## config.mk

```make
export PLATFORM = sky130hd
export DESIGN_NAME = fetch_unit
export DESIGN_NICKNAME = d
export VERILOG_FILES = /design/src/rtl/rv_fetch_pkg.sv /design/src/rtl/fetch_hold_reg.sv /design/src/rtl/fetch_unit.sv
export SDC_FILE = /design/constraint.sdc
export NUM_CORES = 1
export LEC_CHECK = 0
export ABC_CLOCK_PERIOD_IN_PS = 5250
export CORE_AREA = 3 3 141 143
export DETAILED_ROUTE_END_ITERATION = 8
export DIE_AREA = 0 0 144 146
export PLACE_DENSITY = 0.83
export SLEW_MARGIN = 20
export SYNTH_ARGS = -nofsm -noshare
export SYNTH_HDL_FRONTEND = slang
export SYNTH_HIERARCHICAL = 1
export SYNTH_SLANG_ARGS = --single-unit
```

## constraint.sdc

```tcl
create_clock -name clk -period 5.25 [get_ports clk]
set_input_delay 1.05 -clock clk [delete_from_list [all_inputs] [get_ports clk]]
set_output_delay 1.05 -clock clk [all_outputs]
set_load 0.01 [all_outputs]
```

## src/rtl/rv_fetch_pkg.sv

```systemverilog
// Shared types and helpers for the rv32im instruction-fetch stage.
// Holds the bubble encoding, the fetch FSM states and the redirect arbiter.
package rv_fetch_pkg;

   localparam logic [31:0] RV_NOP_INSTR = 32'h0000_0013;

   typedef enum logic [1:0] {
      StBoot,
      StIssue,
      StWait,
      StDrop
   } fetch_state_e;

   typedef struct packed {
      logic        valid;
      logic [31:0] target;
   } redirect_t;

   // jalr beats branch beats jal; targets are forced word-aligned
   function automatic redirect_t pick_redirect(
      input logic        jalr,
      input logic [31:0] jalr_target,
      input logic        branch,
      input logic [31:0] branch_target,
      input logic        jal,
      input logic [31:0] jal_target
   );
      redirect_t r;
      r.valid = jalr | branch | jal;
      if (jalr) begin
         r.target = jalr_target;
      end else if (branch) begin
         r.target = branch_target;
      end else begin
         r.target = jal_target;
      end
      r.target[1:0] = 2'b00;
      return r;
   endfunction

endpackage

```

## src/rtl/fetch_hold_reg.sv

```systemverilog
// One-entry skid buffer holding a fetched {pc, instruction} while IF/ID is stalled.
// Flush beats load; load beats drain.
module fetch_hold_reg
   import rv_fetch_pkg::*;
(
   input  logic        i_clk,
   input  logic        i_rst,
   input  logic        i_load,
   input  logic        i_drain,
   input  logic        i_flush,
   input  logic [31:0] i_pc,
   input  logic [31:0] i_instr,
   output logic        o_valid,
   output logic [31:0] o_pc,
   output logic [31:0] o_instr
);

   logic        r_valid;
   logic [31:0] r_pc;
   logic [31:0] r_instr;

   always_ff @(posedge i_clk or posedge i_rst) begin
      if (i_rst) begin
         r_valid <= 1'b0;
         r_pc    <= 32'h0;
         r_instr <= RV_NOP_INSTR;
      end else if (i_flush) begin
         r_valid <= 1'b0;
      end else if (i_load) begin
         r_valid <= 1'b1;
         r_pc    <= i_pc;
         r_instr <= i_instr;
      end else if (i_drain) begin
         r_valid <= 1'b0;
      end
   end

   assign o_valid = r_valid;
   assign o_pc    = r_pc;
   assign o_instr = r_instr;

endmodule

```

## src/rtl/fetch_unit.sv

```systemverilog
// rv32im instruction-fetch stage: owns the PC, issues one imem request at a time,
// feeds IF/ID through an output register plus a one-entry skid, and handles redirects.
module fetch_unit
   import rv_fetch_pkg::*;
#(
   parameter logic [31:0] RESET_PC  = 32'h0000_0000,
   parameter logic [31:0] NOP_INSTR = RV_NOP_INSTR
) (
   input  logic        clk,
   input  logic        rst,
   input  logic        next_select,
   input  logic [31:0] jal_target,
   input  logic        branch_result,
   input  logic [31:0] branch_target,
   input  logic        jalr,
   input  logic [31:0] jalr_target,
   input  logic        load,
   output logic        imem_req_valid,
   input  logic        imem_req_ready,
   output logic [31:0] imem_req_addr,
   input  logic        imem_rsp_valid,
   input  logic [31:0] imem_rsp_data,
   output logic [31:0] pre_address_pc,
   output logic [31:0] instruction_fetch,
   output logic        fetch_valid
);

   fetch_state_e r_state, w_state_nxt;
   logic [31:0]  r_pc, w_pc_nxt;
   logic [31:0]  r_req_pc, w_req_pc_nxt;
   logic [31:0]  r_out_pc, w_out_pc_nxt;
   logic [31:0]  r_out_instr, w_out_instr_nxt;
   logic         r_out_valid, w_out_valid_nxt;

   logic         w_skid_valid, w_skid_load, w_skid_drain, w_skid_flush;
   logic [31:0]  w_skid_pc, w_skid_instr;
   redirect_t    w_redir;
   logic         w_handshake, w_rsp_wait, w_out_load;

   fetch_hold_reg u_hold (
      .i_clk   (clk),
      .i_rst   (rst),
      .i_load  (w_skid_load),
      .i_drain (w_skid_drain),
      .i_flush (w_skid_flush),
      .i_pc    (r_req_pc),
      .i_instr (imem_rsp_data),
      .o_valid (w_skid_valid),
      .o_pc    (w_skid_pc),
      .o_instr (w_skid_instr)
   );

   assign w_redir     = pick_redirect(jalr, jalr_target, branch_result, branch_target,
                                      next_select, jal_target);
   assign w_handshake = (r_state == StIssue) && !w_skid_valid && imem_req_ready;
   assign w_rsp_wait  = (r_state == StWait) && imem_rsp_valid;
   assign w_out_load  = !load || !r_out_valid;

   always_ff @(posedge clk or posedge rst) begin
      if (rst) begin
         r_state     <= StBoot;
         r_pc        <= RESET_PC;
         r_req_pc    <= RESET_PC;
         r_out_pc    <= 32'h0;
         r_out_instr <= NOP_INSTR;
         r_out_valid <= 1'b0;
      end else begin
         r_state     <= w_state_nxt;
         r_pc        <= w_pc_nxt;
         r_req_pc    <= w_req_pc_nxt;
         r_out_pc    <= w_out_pc_nxt;
         r_out_instr <= w_out_instr_nxt;
         r_out_valid <= w_out_valid_nxt;
      end
   end

   always_comb begin
      w_state_nxt     = r_state;
      w_pc_nxt        = r_pc;
      w_req_pc_nxt    = r_req_pc;
      w_out_pc_nxt    = r_out_pc;
      w_out_instr_nxt = r_out_instr;
      w_out_valid_nxt = r_out_valid;
      w_skid_load     = 1'b0;
      w_skid_drain    = 1'b0;
      w_skid_flush    = 1'b0;

      if (w_handshake) begin
         w_req_pc_nxt = r_pc;
         w_pc_nxt     = r_pc + 32'd4;
      end

      unique case (r_state)
         StBoot:  w_state_nxt = StIssue;
         StIssue: if (w_handshake) w_state_nxt = StWait;
         StWait:  if (imem_rsp_valid) w_state_nxt = StIssue;
         StDrop:  if (imem_rsp_valid) w_state_nxt = StIssue;
         default: w_state_nxt = StIssue;
      endcase

      if (w_redir.valid) begin
         w_pc_nxt        = w_redir.target;
         w_out_pc_nxt    = 32'h0;
         w_out_instr_nxt = NOP_INSTR;
         w_out_valid_nxt = 1'b0;
         w_skid_flush    = 1'b1;
         // Any request still in flight after this edge returns stale data
         if (((r_state == StWait || r_state == StDrop) && !imem_rsp_valid) || w_handshake) begin
            w_state_nxt = StDrop;
         end else begin
            w_state_nxt = StIssue;
         end
      end else if (w_out_load) begin
         if (w_skid_valid) begin
            w_out_pc_nxt    = w_skid_pc;
            w_out_instr_nxt = w_skid_instr;
            w_out_valid_nxt = 1'b1;
            w_skid_drain    = 1'b1;
         end else if (w_rsp_wait) begin
            w_out_pc_nxt    = r_req_pc;
            w_out_instr_nxt = imem_rsp_data;
            w_out_valid_nxt = 1'b1;
         end else begin
            w_out_pc_nxt    = 32'h0;
            w_out_instr_nxt = NOP_INSTR;
            w_out_valid_nxt = 1'b0;
         end
      end else if (w_rsp_wait) begin
         w_skid_load = 1'b1;
      end
   end

   assign imem_req_valid    = (r_state == StIssue) && !w_skid_valid;
   assign imem_req_addr     = r_pc;
   assign pre_address_pc    = r_out_pc;
   assign instruction_fetch = r_out_instr;
   assign fetch_valid       = r_out_valid;

endmodule

```

==> results.py <==
metrics = {
    "run_status": {
        "status": "complete, no violations",
    },
    "die": {
        "rows": 50,
        "fp.dieW_um": 144,
        "ios": 234,
        "start_util_pct": 49.6,
        "die_h_um": 146,
        "dieArea_mm2": 0.0210,
        "coreArea_mm2": 0.0187,
    },
    "logic_synthesis": {
        "ys_top_cells_by_count": "dfrtp_1, nand2_1, inv_1",
        "syn_area_mm2": 0.00928,
        "avgSynthCellArea_um2": 10.7,
        "synth-edff-count": 0,
        "yosys.cell_types.count": 66,
        "syn_inst": 864,
        "ys_seq_elements": 192,
        "ys_seq_area_share_pct": 51.8,
        "yosys.area.top_type": "dfrtp_1",
        "synthTopCellsByArea": "dfrtp_1, mux2_4, nand2_1, a222oi_1, a21oi_1",
        "synth.most_common_cell": "dfrtp_1",
        "yosysWarnings": 6,
        "async_reset_ff_share_pct": 100,
        "synth_ff_type": "dfrtp_1",
        "synthDominantCellAreaShare_pct": 50.1,
    },
    "timing": {
        "slew_headroom_pct": 28.4,
        "period_share_pct": 69.7,
        "tightest_slew_ps": 1070,
        "hold_viol_final": 0,
        "fmax_ghz": 0.273,
        "setup_viol": 0,
        "slew_viol_final": 0,
        "rsz0062_at_grt": "no",
        "final.min_clock_period_ps": 3660,
        "holdWs_ps": 487,
        "skew_ps": 5.61,
        "setup-tns-final_ps": 0,
        "worst_slack_ps": 1590,
    },
    "routing": {
        "first_iter_violations": 589,
        "vias": 7585,
        "route.detailed.drc": 0,
        "routed_wl_um": 24900,
        "viasPerCell": 5.79,
        "drt-pass1-iter-count": 6,
        "ant_nets": 0,
        "wl_per_cell_um": 19.0,
    },
    "global_route": {
        "antenna_found_initial": 0,
        "grt_usage_pct": 23.5,
        "first_global_vias": 7576,
        "gr-total-overflow": 0,
        "grt_pass1_wl_um": 39600,
        "grt_max_degree": 102,
    },
    "clock_tree": {
        "root_buffer": "clkbuf_16",
        "cts_tree": "done",
        "cts_max_level": 4,
        "post-cts-setup-buffers": 0,
        "cts_resized": 0,
        "clk_latency_ps": 420,
        "cts_buffer_depth": 2,
        "clock-sinks": 192,
        "cts_hold_buffers": 0,
        "cts.clk_slew.worst_paths_ps": 70,
        "numCtsBuffers": 17,
    },
    "worst_setup_path": {
        "startpoint_type": "input pin",
        "r2r-start": "u_hold/o_valid$_DFFE_PP0P_",
        "crit_path_start": "next_select",
        "path_class": "in2reg",
        "r2r_cells": 5,
        "cpMostUsedCell": "buf_4",
        "arrival_ps": 3960,
        "crit_slowest_cell": "clkinv_1",
        "critPathCapture": "pre_address_pc[24]$_DFFE_PP0P_",
        "endpoint_kind": "flip-flop",
        "worstPathMaxFanout": 32,
        "critPathRequiredTime_ps": 5550,
        "worstPathCellList": "clkdlybuf4s50_1, buf_4, nor3_4, inv_2, a21oi_1, buf_4, nand2_1, clkinv_1, buf_12, a222oi_1, inv_1",
        "worstReg2RegEnd": "imem_req_addr[9]$_DFFE_PP0P_",
        "regToRegSetupSlack_ps": 2490,
        "crit_path_max_incr_delay_ps": 560,
    },
    "min_path": {
        "min-delay-path-class": "reg2reg",
        "holdPathStages": 2,
    },
    "power": {
        "clock_power_share_pct": 37.0,
        "power.density_mw_per_mm2": 275,
        "ir_drop_v": 0.000139,
        "share_comb_of_total_power_pct": 13.0,
        "switchingPower_mw": 0.868,
        "seq_power_share_pct": 50.1,
        "swShare_pct": 26.1,
        "leakagePower_nw": 5.64,
        "intPower_mw": 2.46,
    },
    "placed_design": {
        "dp_hpwl_um": 17000,
        "io_buffers": 225,
        "place_ws_ps": 1190,
        "place_area_mm2": 0.0116,
        "gp_congestion": 0.873,
    },
    "final_layout": {
        "diodes": 0,
        "final_area_mm2": 0.0121,
        "finish.net_count": 1200,
        "drive_gt1_share_pct": 12.6,
        "syn_to_final_growth_pct": 30.7,
    },
    "job": {
        "cap_violations": 0,
    },
}
## stage by stage
step / util [%] / std cells / power [mW]
2_1_floorplan: - / 867 / 1.87
3_3_place_gp: 61.8 / 1278 / 2.11
3_5_place_dp: 61.8 / 1278 / 2.12
4_1_cts: 64.8 / 1310 / 3.36
5_1_grt: 64.8 / 1310 / 3.48
6_report: 64.8 / 1310 / 3.33
## final cells by class
| cell class | instances | area [um2] |
|---|---|---|
| timing repair buffer | 239 | 2370 |
| sequential | 192 | 4810 |
| fill | 1457 | 6580 |
| multi-input combinational | 549 | 3840 |
| clock inverter | 12 | 109 |
| clock buffer | 20 | 457 |
| inverter | 64 | 245 |
| tap | 234 | 293 |
## logic make-up (layout without fill, tap and decap cells)
group,Yosys count,count (layout),synth area share (%)
AND/OR/NAND/NOR,272,272,14.1
XOR/XNOR,9,9,0.849
AO/OA/AOI/OAI,193,193,15.0
other,1,4,0.0404
buffers and inverters,126,335,7.17
multiplexers,70,70,10.8
adder cells (fa/ha/maj),1,1,0.135
flip-flops,192,192,51.8
## power groups by stage
stage / sequential (mW) / combinational [mW] / clock [mW]
floorplan: 1.67 / 0.205 / 0
global placement: 1.68 / 0.424 / 0
detailed placement: 1.69 / 0.432 / 0
CTS: 1.66 / 0.436 / 1.26
global route: 1.68 / 0.475 / 1.32
finish: 1.67 / 0.431 / 1.23
## state kept, by name (all words and copies together) (netlist names)
register and count:
u_hold/o_valid 1, instruction_fetch 32, imem_req_addr 30, r_req_pc 30, fetch_valid 1, u_hold/o_pc 32
r_state 2, pre_address_pc 32, u_hold/o_instr 32
## how the worst min path moves through the flow
stage                              startpoint                           endpoint  slack [ps]
4_1_cts        u_hold/o_instr[20]$_DFFE_PP0P_  instruction_fetch[20]$_DFFE_PP0P_         490
3_3_place_gp   u_hold/o_instr[21]$_DFFE_PP0P_  instruction_fetch[21]$_DFFE_PP0P_         460
6_report       u_hold/o_instr[20]$_DFFE_PP0P_  instruction_fetch[20]$_DFFE_PP0P_         490
2_1_floorplan  u_hold/o_instr[21]$_DFFE_PP0P_  instruction_fetch[21]$_DFFE_PP0P_         460
3_5_place_dp   u_hold/o_instr[20]$_DFFE_PP0P_  instruction_fetch[20]$_DFFE_PP0P_         470
5_1_grt        u_hold/o_instr[16]$_DFFE_PP0P_  instruction_fetch[16]$_DFFE_PP0P_         510
## cells in the final DEF, fill, tap and decap left out, types with 11 or more instances in the layout
| cell type | synthesis | layout |
|---|---|---|
| nand2_1 | 148 | 148 |
| nor2_1 | 30 | 30 |
| a21oi_1 | 55 | 55 |
| clkbuf_16 | 0 | 17 |
| inv_1 | 62 | 60 |
| mux2_4 | 60 | 60 |
| clkdlybuf4s50_1 | 0 | 223 |
| dfrtp_1 | 186 | 186 |
| o21ai_0 | 26 | 26 |
| a22o_1 | 13 | 13 |
| nand3b_1 | 14 | 14 |
| nand3_1 | 18 | 18 |
| a222oi_1 | 48 | 48 |
| buf_4 | 13 | 12 |
| nor3_1 | 11 | 11 |
## critical path: cells and delay by family
family / cells / cell delay, ps
buffers and inverters: 7 / 2270
AOI/OAI and AO/OA: 2 / 390
and+or+nand+nor: 2 / 200
## per-layer routing
| metal | global-route usage (%) | routed length [um] | part of all wire [%] |
|---|---|---|---|
| met1 | 31.3 | 10700 | 43 |
| met2 | 37.3 | 11600 | 47 |
| met3 | 5.59 | 1960 | 7.9 |
| met4 | 9.13 | 586 | 2.4 |
| met5 | 0 | 0 | 0 |
Power figures use the tool's default switching activity.
